$ cat src/rtl/mem_arb_pkg.sv
// Shared types and constants for the two-port memory arbiter.
package mem_arb_pkg;

  localparam int unsigned DEF_ADDR_W = 5;
  localparam int unsigned DEF_DATA_W = 8;

  localparam int unsigned CPU_PORT = 0;
  localparam int unsigned DBG_PORT = 1;

  typedef enum logic [1:0] {
    StIdle,
    StAccess,
    StResp
  } state_e;

endpackage

$ cat src/rtl/arb_pick.sv
// Combinational winner picker; round-robin when ARB_RR_EN is defined, else CPU-first priority.
module arb_pick
  import mem_arb_pkg::*;
(
  input  logic [1:0] req,
  input  logic [1:0] last_winner,
  output logic [1:0] winner
);

`ifdef ARB_RR_EN
  // A zero last_winner (after reset) favours the CPU port.
  always_comb begin
    winner = '0;
    if (req == 2'b11) begin
      winner = last_winner[CPU_PORT] ? 2'b10 : 2'b01;
    end else begin
      winner = req;
    end
  end
`else
  logic [1:0] unused_last;
  assign unused_last = last_winner;

  always_comb begin
    winner = '0;
    if (req[CPU_PORT]) begin
      winner[CPU_PORT] = 1'b1;
    end else if (req[DBG_PORT]) begin
      winner[DBG_PORT] = 1'b1;
    end
  end
`endif

endmodule

$ cat src/rtl/mem_arbiter.sv
// Arbiter sharing one 32x8 memory between CPU (port 0) and debug loader (port 1).
// Define ARB_RR_EN for round-robin arbitration; default is fixed CPU priority.
module mem_arbiter
  import mem_arb_pkg::*;
#(
  parameter int unsigned ADDR_W = DEF_ADDR_W,
  parameter int unsigned DATA_W = DEF_DATA_W
) (
  input  logic              clk,
  input  logic              rst,
  input  logic [1:0]        req,
  input  logic [1:0]        we,
  input  logic [ADDR_W-1:0] addr0,
  input  logic [ADDR_W-1:0] addr1,
  input  logic [DATA_W-1:0] wdata0,
  input  logic [DATA_W-1:0] wdata1,
  output logic [1:0]        gnt,
  output logic [1:0]        ack,
  output logic [DATA_W-1:0] rdata,
  output logic [ADDR_W-1:0] mem_addr,
  output logic [DATA_W-1:0] mem_wdata,
  output logic              mem_read,
  output logic              mem_write,
  input  logic [DATA_W-1:0] mem_out
);

  state_e              state_q, state_d;
  logic [1:0]          gnt_q, gnt_d;
  logic [1:0]          ack_q, ack_d;
  logic [DATA_W-1:0]   rdata_q, rdata_d;
  logic                cmd_we_q, cmd_we_d;
  logic                cmd_port_q, cmd_port_d;
  logic [ADDR_W-1:0]   cmd_addr_q, cmd_addr_d;
  logic [DATA_W-1:0]   cmd_wdata_q, cmd_wdata_d;
  logic [1:0]          win;
  logic [1:0]          last_winner;
  logic                grant;
  logic                in_access;

  arb_pick u_pick (
    .req         (req),
    .last_winner (last_winner),
    .winner      (win)
  );

  assign grant = (state_q != StAccess) && (|req);

`ifdef ARB_RR_EN
  logic [1:0] last_q;

  always_ff @(posedge clk) begin
    if (!rst) begin
      last_q <= '0;
    end else if (grant) begin
      last_q <= win;
    end
  end

  assign last_winner = last_q;
`else
  assign last_winner = '0;
`endif

  always_comb begin
    state_d     = state_q;
    gnt_d       = '0;
    ack_d       = '0;
    rdata_d     = rdata_q;
    cmd_we_d    = cmd_we_q;
    cmd_port_d  = cmd_port_q;
    cmd_addr_d  = cmd_addr_q;
    cmd_wdata_d = cmd_wdata_q;

    unique case (state_q)
      StIdle, StResp: begin
        if (grant) begin
          state_d     = StAccess;
          gnt_d       = win;
          cmd_port_d  = win[DBG_PORT];
          cmd_we_d    = win[DBG_PORT] ? we[DBG_PORT] : we[CPU_PORT];
          cmd_addr_d  = win[DBG_PORT] ? addr1 : addr0;
          cmd_wdata_d = win[DBG_PORT] ? wdata1 : wdata0;
        end else begin
          state_d = StIdle;
        end
      end
      StAccess: begin
        state_d = StResp;
        ack_d   = cmd_port_q ? 2'b10 : 2'b01;
        if (!cmd_we_q) begin
          rdata_d = mem_out;
        end
      end
      default: state_d = StIdle;
    endcase
  end

  always_ff @(posedge clk) begin
    if (!rst) begin
      state_q     <= StIdle;
      gnt_q       <= '0;
      ack_q       <= '0;
      rdata_q     <= '0;
      cmd_we_q    <= 1'b0;
      cmd_port_q  <= 1'b0;
      cmd_addr_q  <= '0;
      cmd_wdata_q <= '0;
    end else begin
      state_q     <= state_d;
      gnt_q       <= gnt_d;
      ack_q       <= ack_d;
      rdata_q     <= rdata_d;
      cmd_we_q    <= cmd_we_d;
      cmd_port_q  <= cmd_port_d;
      cmd_addr_q  <= cmd_addr_d;
      cmd_wdata_q <= cmd_wdata_d;
    end
  end

  assign in_access = (state_q == StAccess);

  assign gnt       = gnt_q;
  assign ack       = ack_q;
  assign rdata     = rdata_q;
  assign mem_addr  = cmd_addr_q;
  assign mem_wdata = cmd_wdata_q;
  assign mem_read  = in_access && !cmd_we_q;
  // Gating with rst keeps a write from committing if reset lands in its access cycle.
  assign mem_write = in_access && cmd_we_q && rst;

endmodule
$ cat config.mk
export PLATFORM = sky130hd
export DESIGN_NAME = mem_arbiter
export DESIGN_NICKNAME = d
export VERILOG_FILES = /design/src/rtl/mem_arb_pkg.sv /design/src/rtl/arb_pick.sv /design/src/rtl/mem_arbiter.sv
export SDC_FILE = /design/constraint.sdc
export NUM_CORES = 1
export LEC_CHECK = 0
export ABC_AREA = 0
export CORE_ASPECT_RATIO = 0.6
export CORE_UTILIZATION = 38
export CTS_CLUSTER_DIAMETER = 40
export DETAILED_ROUTE_END_ITERATION = 7
export PLACE_DENSITY = 0.84
export SLEW_MARGIN = 20
export SYNTH_ARGS = -nofsm -noshare
export SYNTH_HDL_FRONTEND = slang
export SYNTH_SLANG_ARGS = --single-unit
$ cat constraint.sdc
create_clock -name clk -period 1.2 [get_ports clk]
set_input_delay 0.36 -clock clk [delete_from_list [all_inputs] [get_ports clk]]
set_output_delay 0.36 -clock clk [all_outputs]
set_load 0.1 [all_outputs]
# Word level (Yosys, flattened, before mapping)
# Cells that the tools add are included.
# word_totals
regBits,29
inputBits,40
output_inout_bits,27
word_cells,33
# classes
eq_ne,3
mux,9
bitwise,1
reduce_logical,12
# op_table
op,count
$mux W8,1
$reduce_and A2 Y1,3
$mux W1,5
$mux W5,1
$logic_and A1 B1 Y1,4
$pmux W2 S2,1
$reduce_or A2 Y1,2
$reduce_and A3 Y1,1
$eq A2 B1 Y1 const B,1
$eq A2 B2 Y1 const B,1
$logic_not A2 Y1,1
$mux W2,1
$ne A2 B1 Y1 const B,1
$logic_not A1 Y1,1
$not A1 Y1,1

# Logic depth before layout (Yosys ltp)
# Gate-level depths: netlist of the first run.
# logic_depth
depth_word,4
mapped_depth,4
ltp_nobuf,3

# Modules after synthesis
# A second synthesis of the first run with hierarchy kept.
# unflattened
cells_unflattened,124
hier_area_um2,1303.8
# by_module_without_submodules
module,instances,cells_per_inst,area_per_inst_um2,seq_area_each_um2
mem_arbiter,1,122,1282.5,580.6
arb_pick,1,2,21.3,0.0

# Worst setup path after synthesis of the first run
# No wires, ideal clock.
# synth_path
path_type,register -> output
from,reg state_q[0]
to,out mem_write
arrival_time_ns,1.351
required_time_ns,0.840
setup_slack_ns,-0.511
stages_incl_launch_ff,4
path_buffers,0
path_cell_list,dfxtp_1 > inv_1 > nor3_2 > and2_1
# synth_between
elab_chain_len,3
# synth_rtl
element,line_no,text
from (decl),mem_arbiter.sv:27,"state_e state_q, state_d;"
from (signal assigned),mem_arbiter.sv:100,state_q <= StIdle;
from (signal assigned),mem_arbiter.sv:109,state_q <= state_d;
$eq A2 B1 Y1,mem_arbiter.sv:120,assign in_access = (state_q == StAccess);
$logic_and A1 B1 Y1 (2 in series),mem_arbiter.sv:129,assign mem_write = in_access && cmd_we_q && rst;
to (decl),mem_arbiter.sv:23,"output logic mem_write,"
# No other way between the ends.

# Final worst setup path of the first run
# layout_path
from,reg state_q[1]
to,out mem_read
# layout_between
elab_chain_len,2
# layout_rtl
element,line_no,text
$eq A2 B1 Y1,mem_arbiter.sv:120,
$logic_and A1 B1 Y1,mem_arbiter.sv:127,assign mem_read = in_access && !cmd_we_q;
to (decl),mem_arbiter.sv:22,"output logic mem_read,"
# No other way between the ends.

==> results of run 1 <==
-- power groups by stage --
stage | combinational, W | sequential [W] | clock [W]
after global routing | 0.00148 | 0.00114 | 0.000890
after floorplan | 0.000254 | 0.00157 | 0
after CTS | 0.00131 | 0.00113 | 0.000831
after detailed placement | 0.00121 | 0.00115 | 0
final | 0.00144 | 0.00114 | 0.000840
after global placement | 0.00119 | 0.00114 | 0
-- routing by layer --
| layer | vias to the layer above | wire length (µm) | GRT usage [%] |
|---|---|---|---|
| met2 | 91 | 2845 | 56.40 |
| li1 | 621 | - | - |
| met5 | - | 0 | 0 |
| met1 | 696 | 2220 | 32.16 |
| met3 | 22 | 439 | 13.72 |
| met4 | 0 | 180 | 17.74 |
-- critical path: cells and delay by family (launching register included) --
kind	cells	cell delay [ns]
simple gates	1	0.22
buf+inv	2	0.34
flops	1	0.37
-- area by class of cell --
type	count	area, µm²
Timing Repair Buffer	98	1271
Inverter	2	7.507
Tap cell	42	52.55
Clock buffer	7	86.33
Fill cell	94	230.2
Sequential cell	29	639.4
Multi-Input combinational cell	86	659.4
-- cells by family (layout without fill, tap and decap cells) --
logic type	count (synthesis)	count (layout)	share of synthesized area, %
AND/OR/NAND/NOR	46	47	18.35
multiplexers	8	8	6.598
AO/OA/AOI/OAI	31	31	20.00
flip-flops	29	29	47.84
buffers and inverters	10	107	7.217
-- synth_stat cells, types with 2 or more instances --
cell and n:
and2_1 3, clkbuf_1 2, a31oi_1 4, nand2_1 28
mux2i_1 8, nor2_1 8, dfxtp_1 29, buf_6 4
a31oi_2 10, o21ai_1 10, inv_1 2, o21ai_0 4
-- state kept, by name, indices dropped and copies added (netlist names) --
signal      cells
ack             2
cmd_port_q      1
cmd_we_q        1
gnt             2
mem_addr        5
mem_wdata       8
rdata           8
state_q         2
-- through the flow --
stage               worst slack, ns  std cells  setup TNS [ns]
floorplan                  -0.09587        124        -0.09587
global placement            -0.5610        241          -6.868
detailed placement          -0.6063        241          -8.077
CTS                         -0.3451        254         -0.9740
global route                -0.5412        264          -5.908
finish                      -0.3801        264          -4.420
-- repair_timing --
action	CTS	global route
setup endpoints to repair	18	37
gates cloned	3	1
gates resized for setup	28	30
pin swaps	3	3
buffers inserted	4	11
-- worst paths after layout --
path	to	slack [ns]	cells past startpoint
worst min register to register	ack[0]	0.45	1
worst max-delay path	mem_read	-0.38	3
worst max register to register	mem_wdata[3]	-0.31	6
worst min-delay path	ack[0]	0.45	1
==> results.ini, run 1 <==
[die]
die_area_um2=3431
die-width_um=74.96
initial_utilization_pct=41.19
ios=67
die_h_um=45.78
core_um2=2947
num_rows=15

[critical_path]
critPathLaunch=state_q[1]
crit_arrival_ns=1.22
end_kind=output port
cp_max_fo=3
crit_path_max_incr_delay_ns=0.37
cp_slowest_cell=dfxtp_4
crit_type=flip-flop to output port
worst_setup_path_start_kind=flip-flop
r2r-start=state_q[0]
worstPathRequired_ns=0.84
path_cells=nor3b_2, buf_4, buf_12

[route]
dr.pass1.iters=4
drc=0
ant_nets=0
drtIter0Drc=63
routedWlPerCell_um=21.54
vias=1430
viasPerCell=5.417
drt_wl_total_um=5686

[power]
leakage_nw=1.092
p_sw_share_pct=37.63
power_w=0.003414
p_sw_w=0.001285
p_int_w=0.002130
pwr-share-seq_pct=33.3
peakVddDrop_mv=0.8406
clockPowerShare_pct=24.6
powerDensity_nw_per_um2=1257
pwr-share-comb_pct=42.1

[cts]
clock_latency_ns=0.29
hold_buffers=0
clockBufferDepth=2
cts_tree=yes
cts.clk_slew.worst_paths_ns=0.07
ctsHtreeMaxLevel=2
cts.sinks=29
clock-root-buffer=clkbuf_8
cts_buffers=5

[yosys]
synth_nets=164
synthTopCellsByArea=dfxtp_1 48%, a31oi_2 10%, nand2_1 8.7%
synthArstFlopShare_pct=0
ys_seq_elements=29
synth_edf_count=0
synth_cell_types=24
avgSynthCellArea_um2=9.788
synth_top_flop_cell=dfxtp_1
synth_top_area_cell=dfxtp_1
syn-instance-count=124
synth_top_area_share_pct=47.84
ys_warn_count=0
syn-cell-area_um2=1214
yosysSeqAreaShare_pct=47.84

[job]
drv_cap=0

[placement]
postPlaceCellArea_um2=2303
portBuffers=66
hpwl_um=2833
routabilityCongestion=0.8286

[grt]
grt-ovfl-total=0
grt_max_degree=17
grt_usage_pct=31.81
grt_pass1_vias=1458
antenna_found_initial=0
grt_pass1_wl_um=7438

[sta]
slew_headroom_pct=81.05
fin_crit_sh_pct=131.7
finalSetupViolations=26
hold_slack_ns=0.4456
fin_crit_ns=1.580
hold_violations=0
fin_skew_ns=0.006640
maxSlewViolCount=0
rsz0062_at_grt=true
fmax_ghz=0.6329
worst_pin_slew_ns=0.2842
fin_ws_ns=-0.3801

[status]
violations=setup timing
status=finished with violations

[finish]
area_growth_pct=123.8
antenna_cells=0
fin_util_pct=92.19
nets=262
final_cell_mix=36 x clkdlybuf4s50_1, 28 x nand2_1, 28 x buf_12, 17 x dfxtp_2, 17 x buf_4
postLayoutCellArea_um2=2716
drive_gt1_share_pct=55.41
final_common_cell=clkdlybuf4s50_1

[hold_path]
hp-class=flip-flop to flip-flop
hp-start=cmd_port_q

No activity file was read; power rests on OpenSTA's default activity.
==> inputs of run 2 (changes only) <==
--- a/config.mk
+++ b/config.mk
@@ -6,11 +6,12 @@
 export NUM_CORES = 1
 export LEC_CHECK = 0
 export ABC_AREA = 0
+export CAP_MARGIN = 0
 export CORE_ASPECT_RATIO = 0.6
-export CORE_UTILIZATION = 38
+export CORE_UTILIZATION = 34
 export CTS_CLUSTER_DIAMETER = 40
 export DETAILED_ROUTE_END_ITERATION = 7
-export PLACE_DENSITY = 0.84
+export PLACE_DENSITY = 0.8
 export SLEW_MARGIN = 20
 export SYNTH_ARGS = -nofsm -noshare
 export SYNTH_HDL_FRONTEND = slang
==> constraint.sdc (replaced) <==
create_clock -name clk -period 1.34 [get_ports clk]
set_input_delay 0.402 -clock clk [delete_from_list [all_inputs] [get_ports clk]]
set_output_delay 0.402 -clock clk [all_outputs]
set_load 0.1 [all_outputs]
==> results.ini, run 2 (synthesis gave the netlist of run 1 again) <==
[cts]
clock_latency_ns=0.28
ctsHtreeMaxLevel=2
hold_buffers=0
cts_tree=yes
clock-root-buffer=clkbuf_8
cts.sinks=29
clockBufferDepth=2
cts.clk_slew.worst_paths_ns=0.06
cts_buffers=5

[hold_path]
hp-class=flip-flop to flip-flop
hp-start=cmd_port_q

[die]
core_um2=3323
die_area_um2=3820
num_rows=16
ios=67
die-width_um=79.13
die_h_um=48.28
initial_utilization_pct=36.52

[route]
vias=1177
drc=0
dr.pass1.iters=4
drtIter0Drc=35
routedWlPerCell_um=14.41
ant_nets=0
viasPerCell=4.708
drt_wl_total_um=3602

[grt]
grt-ovfl-total=0
grt_usage_pct=19.59
grt_pass1_wl_um=5478
grt_max_degree=18
grt_pass1_vias=1203
antenna_found_initial=0

[placement]
routabilityCongestion=0.7311
hpwl_um=2689
postPlaceCellArea_um2=2243
portBuffers=66

[finish]
regArea_um2=588.1
final_cell_mix=36 x clkdlybuf4s50_1, 29 x buf_12, 28 x nand2_1, 23 x dfxtp_1
multiInputGateArea_um2=563.0
area_growth_pct=97.22
final_common_cell=clkdlybuf4s50_1
antenna_cells=0
nets=245
drive_gt1_share_pct=36.59
postLayoutCellArea_um2=2394
fillers=233

[sta]
fin_crit_ns=1.552
worst_pin_slew_ns=0.2941
slew_headroom_pct=80.39
fin_skew_ns=0.001912
fmax_ghz=0.6442
fin_crit_sh_pct=115.8
maxSlewViolCount=0
rsz0062_at_grt=true
fin_ws_ns=-0.2124
hold_violations=0
finalSetupViolations=2

[power]
powerDensity_nw_per_um2=1172
power_w=0.002805
leakage_nw=0.9611
peakVddDrop_mv=0.7001

[critical_path]
worstPathRequired_ns=0.94
end_kind=output port
worst_setup_path_start_kind=flip-flop
crit_path_max_incr_delay_ns=0.36
cp_slowest_cell=dfxtp_2
critPathLaunch=state_q[0]
path_cells=inv_2, nor3_4, and2_4, buf_12
crit_arrival_ns=1.15
crit_type=flip-flop to output port
r2r-start=state_q[0]
cp_max_fo=4

[status]
violations=setup timing
status=finished with violations

[job]
drv_cap=0

run 2: cell count changes in the layout (fill, tap and decap cells not counted), moves of 3 or more:
cell	delta
o21ai_2	-7
buf_4	-6
buf_6	-9
o21ai_4	-3
o21ai_1	+7
dfxtp_1	+21
dfxtp_4	-10
o21ai_0	+3
dfxtp_2	-11
run 2: where the power goes:
| part | internal, W | switching [W] | leakage [nW] | total (W) |
|---|---|---|---|---|
| combinational | 0.000453 | 0.000629 | 0.676 | 0.00108 |
| clock | 0.000406 | 0.000312 | 0.0443 | 0.000718 |
| sequential | 0.000934 | 0.0000708 | 0.241 | 0.00100 |
| total | 0.00179 | 0.00101 | 0.961 | 0.00281 |
run 2: worst paths after layout:
| check | depth (start not counted) | endpoint | slack (ns) |
|---|---|---|---|
| setup / recovery | 4 | mem_write | -0.21 |
| hold / removal | 1 | ack[0] | 0.46 |
| setup reg to reg | 4 | rdata[7] | 0.08 |
| hold reg to reg | 1 | ack[0] | 0.46 |
run 2: stage by stage:
step,setup slack (ns),hold WS [ns],setup TNS [ns],util (%),cells
CTS,-0.2216,0.4594,-0.4148,70.63,248
global route,-0.2609,0.4923,-0.4870,72.03,250
finish,-0.2124,0.4576,-0.4077,72.03,250
detailed placement,-0.5017,0.4544,-5.945,67.51,239
floorplan,0.002129,0.4148,0,-,124
global placement,-0.4972,0.4318,-5.231,67.51,239
run 2: final cells by class:
| cell class | count | share of cell area, % |
|---|---|---|
| tap | 45 | 2.352 |
| sequential | 29 | 24.57 |
| timing repair buffer | 81 | 45.64 |
| clock buffer | 7 | 3.607 |
| multi-input combinational | 86 | 23.52 |
| inverter | 2 | 0.3136 |
run 2: worst max-delay path: cells and delay by family (launching register included):
family | cells | cell delay, ns
simple gates | 2 | 0.29
buf+inv | 2 | 0.22
flops | 1 | 0.36
run 2: timing repair:
item / CTS / global route
cloned: 0 / 2
pin swaps: 2 / 1
gates resized for setup: 9 / 3
setup endpoints to repair: 16 / 12
setup buffers: 2 / 0
run 2: layer usage:
metal	track usage (%)	wire [µm]	part of all wire [%]
met3	6.916	232	6.4
met4	8.000	31	0.86
met1	21.40	1606	45
met2	36.72	1731	48
met5	0	0	0
==> inputs of run 3 (changes only) <==
--- a/config.mk
+++ b/config.mk
@@ -8,11 +8,12 @@
 export ABC_AREA = 0
 export CAP_MARGIN = 0
 export CORE_ASPECT_RATIO = 0.6
-export CORE_UTILIZATION = 34
+export CORE_UTILIZATION = 35
 export CTS_CLUSTER_DIAMETER = 40
 export DETAILED_ROUTE_END_ITERATION = 7
 export PLACE_DENSITY = 0.8
 export SLEW_MARGIN = 20
 export SYNTH_ARGS = -nofsm -noshare
 export SYNTH_HDL_FRONTEND = slang
+export SYNTH_HIERARCHICAL = 1
 export SYNTH_SLANG_ARGS = --single-unit
==> results.ini, run 3 <==
[die]
ios=67
num_rows=16
initial_utilization_pct=38.20
die_h_um=49.21
core_um2=3403
die_area_um2=3970
die-width_um=80.68

[critical_path]
end_kind=output port
worst_setup_path_start_kind=flip-flop
crit_arrival_ns=1.17
worstPathRequired_ns=0.94
crit_type=flip-flop to output port
reg2reg_slack_ns=0.15
cp_max_fo=2

[yosys]
syn-instance-count=123
synth_nets=163
ys_warn_count=6
avgSynthCellArea_um2=10.57
syn-cell-area_um2=1300

[status]
status=finished with violations
violations=setup timing

[power]
powerDensity_nw_per_um2=1113
leakage_nw=0.9449
peakVddDrop_mv=0.5813

[sta]
worst_pin_slew_ns=0.2489
hold_violations=0
rsz0062_at_grt=true
finalSetupViolations=2
fmax_ghz=0.6346
fin_skew_ns=0.001668
maxSlewViolCount=0
slew_headroom_pct=83.35
fin_ws_ns=-0.2358
fin_crit_ns=1.576
fin_crit_sh_pct=117.6

[placement]
routabilityCongestion=0.7409
portBuffers=66
hpwl_um=2747
dp.cells=235
postPlaceCellArea_um2=2321

[finish]
fillers=262
nets=237
area_growth_pct=86.24
drive_gt1_share_pct=32.32
final_cell_mix=36 x clkdlybuf4s50_1, 31 x nand2_1, 29 x buf_12, 27 x dfxtp_1, 22 x mux2i_1
final_common_cell=clkdlybuf4s50_1
antenna_cells=0
stdcell_count=243
postLayoutCellArea_um2=2421

[route]
drc=0
vias=1167
viasPerCell=4.802
drtIter0Drc=38
dr.pass1.iters=4
routedWlPerCell_um=14.60
ant_nets=0
drt_wl_total_um=3549

[cts]
ctsHtreeMaxLevel=2
clock_latency_ns=0.27
clock-root-buffer=clkbuf_8
cts_tree=yes
cts.clk_slew.worst_paths_ns=0.06
cts_buffers=5
clockBufferDepth=2
cts.sinks=29

[grt]
grt_max_degree=18
grt_pass1_vias=1288
grt-ovfl-total=0
grt_pass1_wl_um=5761
antenna_found_initial=0
grt_usage_pct=19.71

[job]
drv_cap=0

[hold_path]
hp-class=flip-flop to flip-flop

## run 3: worst paths after layout
path | cells past startpoint | start | end
worst min register to register | 1 | cmd_port_q | ack[0]
worst max-delay path | 3 | state_q[1] | mem_write
worst min-delay path | 1 | cmd_port_q | ack[0]
worst max register to register | 4 | state_q[0] | rdata[2]
## run 3: final cells by class
cell class	count	area [µm²]	share of cell area, %
repair buffers	80	1065	43.98
multi-input cells	80	630.6	26.05
flip-flops and latches	29	583.1	24.08
clock buffers	6	72.57	2.997
well taps	45	56.30	2.326
clock inverters	2	10.01	0.4134
inverters	1	3.754	0.1550
## run 3: timing repair
item                                    in CTS  in global routing
endpoints found under the setup margin      21                  2
pin swaps                                    1                  0
hold buffers                                 0                  0
buffers inserted                             0                  0
gates resized for setup                      6                  3
## run 3: power breakdown
part	internal (W)	leakage (nW)	switching, W
clock	0.000359	0.0450	0.000320
sequential	0.000926	0.239	0.0000660
combinational	0.000438	0.661	0.000586
## run 3: metrics by stage
stage | hold slack (ns) | setup slack [ns] | total power, W | TNS (ns) | util [%]
after CTS | 0.4310 | -0.2285 | 0.002710 | -0.4291 | 70.81
after detailed placement | 0.4228 | -0.4739 | 0.002029 | -8.670 | 68.20
final | 0.4294 | -0.2358 | 0.002695 | -0.4461 | 71.14
after floorplan | 0.4055 | -0.05613 | 0.001589 | -0.05613 | -
after global routing | 0.4526 | -0.2642 | 0.002813 | -0.5101 | 71.14
after global placement | 0.4208 | -0.4204 | 0.002009 | -6.758 | 68.20
## run 3: routing by layer
layer | track usage, % | wire length, µm | vias to the layer above
li1 | - | - | 574
met3 | 7.664 | 260 | 7
met2 | 31.07 | 1691 | 49
met1 | 23.12 | 1536 | 537
met5 | 0 | 0 | -
met4 | 10.12 | 59 | 0
## run 3: worst max-delay path, stage by stage (launching register included)
cell and delay (ns):
dfxtp_2 0.34, and3b_1 0.24, and2_4 0.16, buf_12 0.16
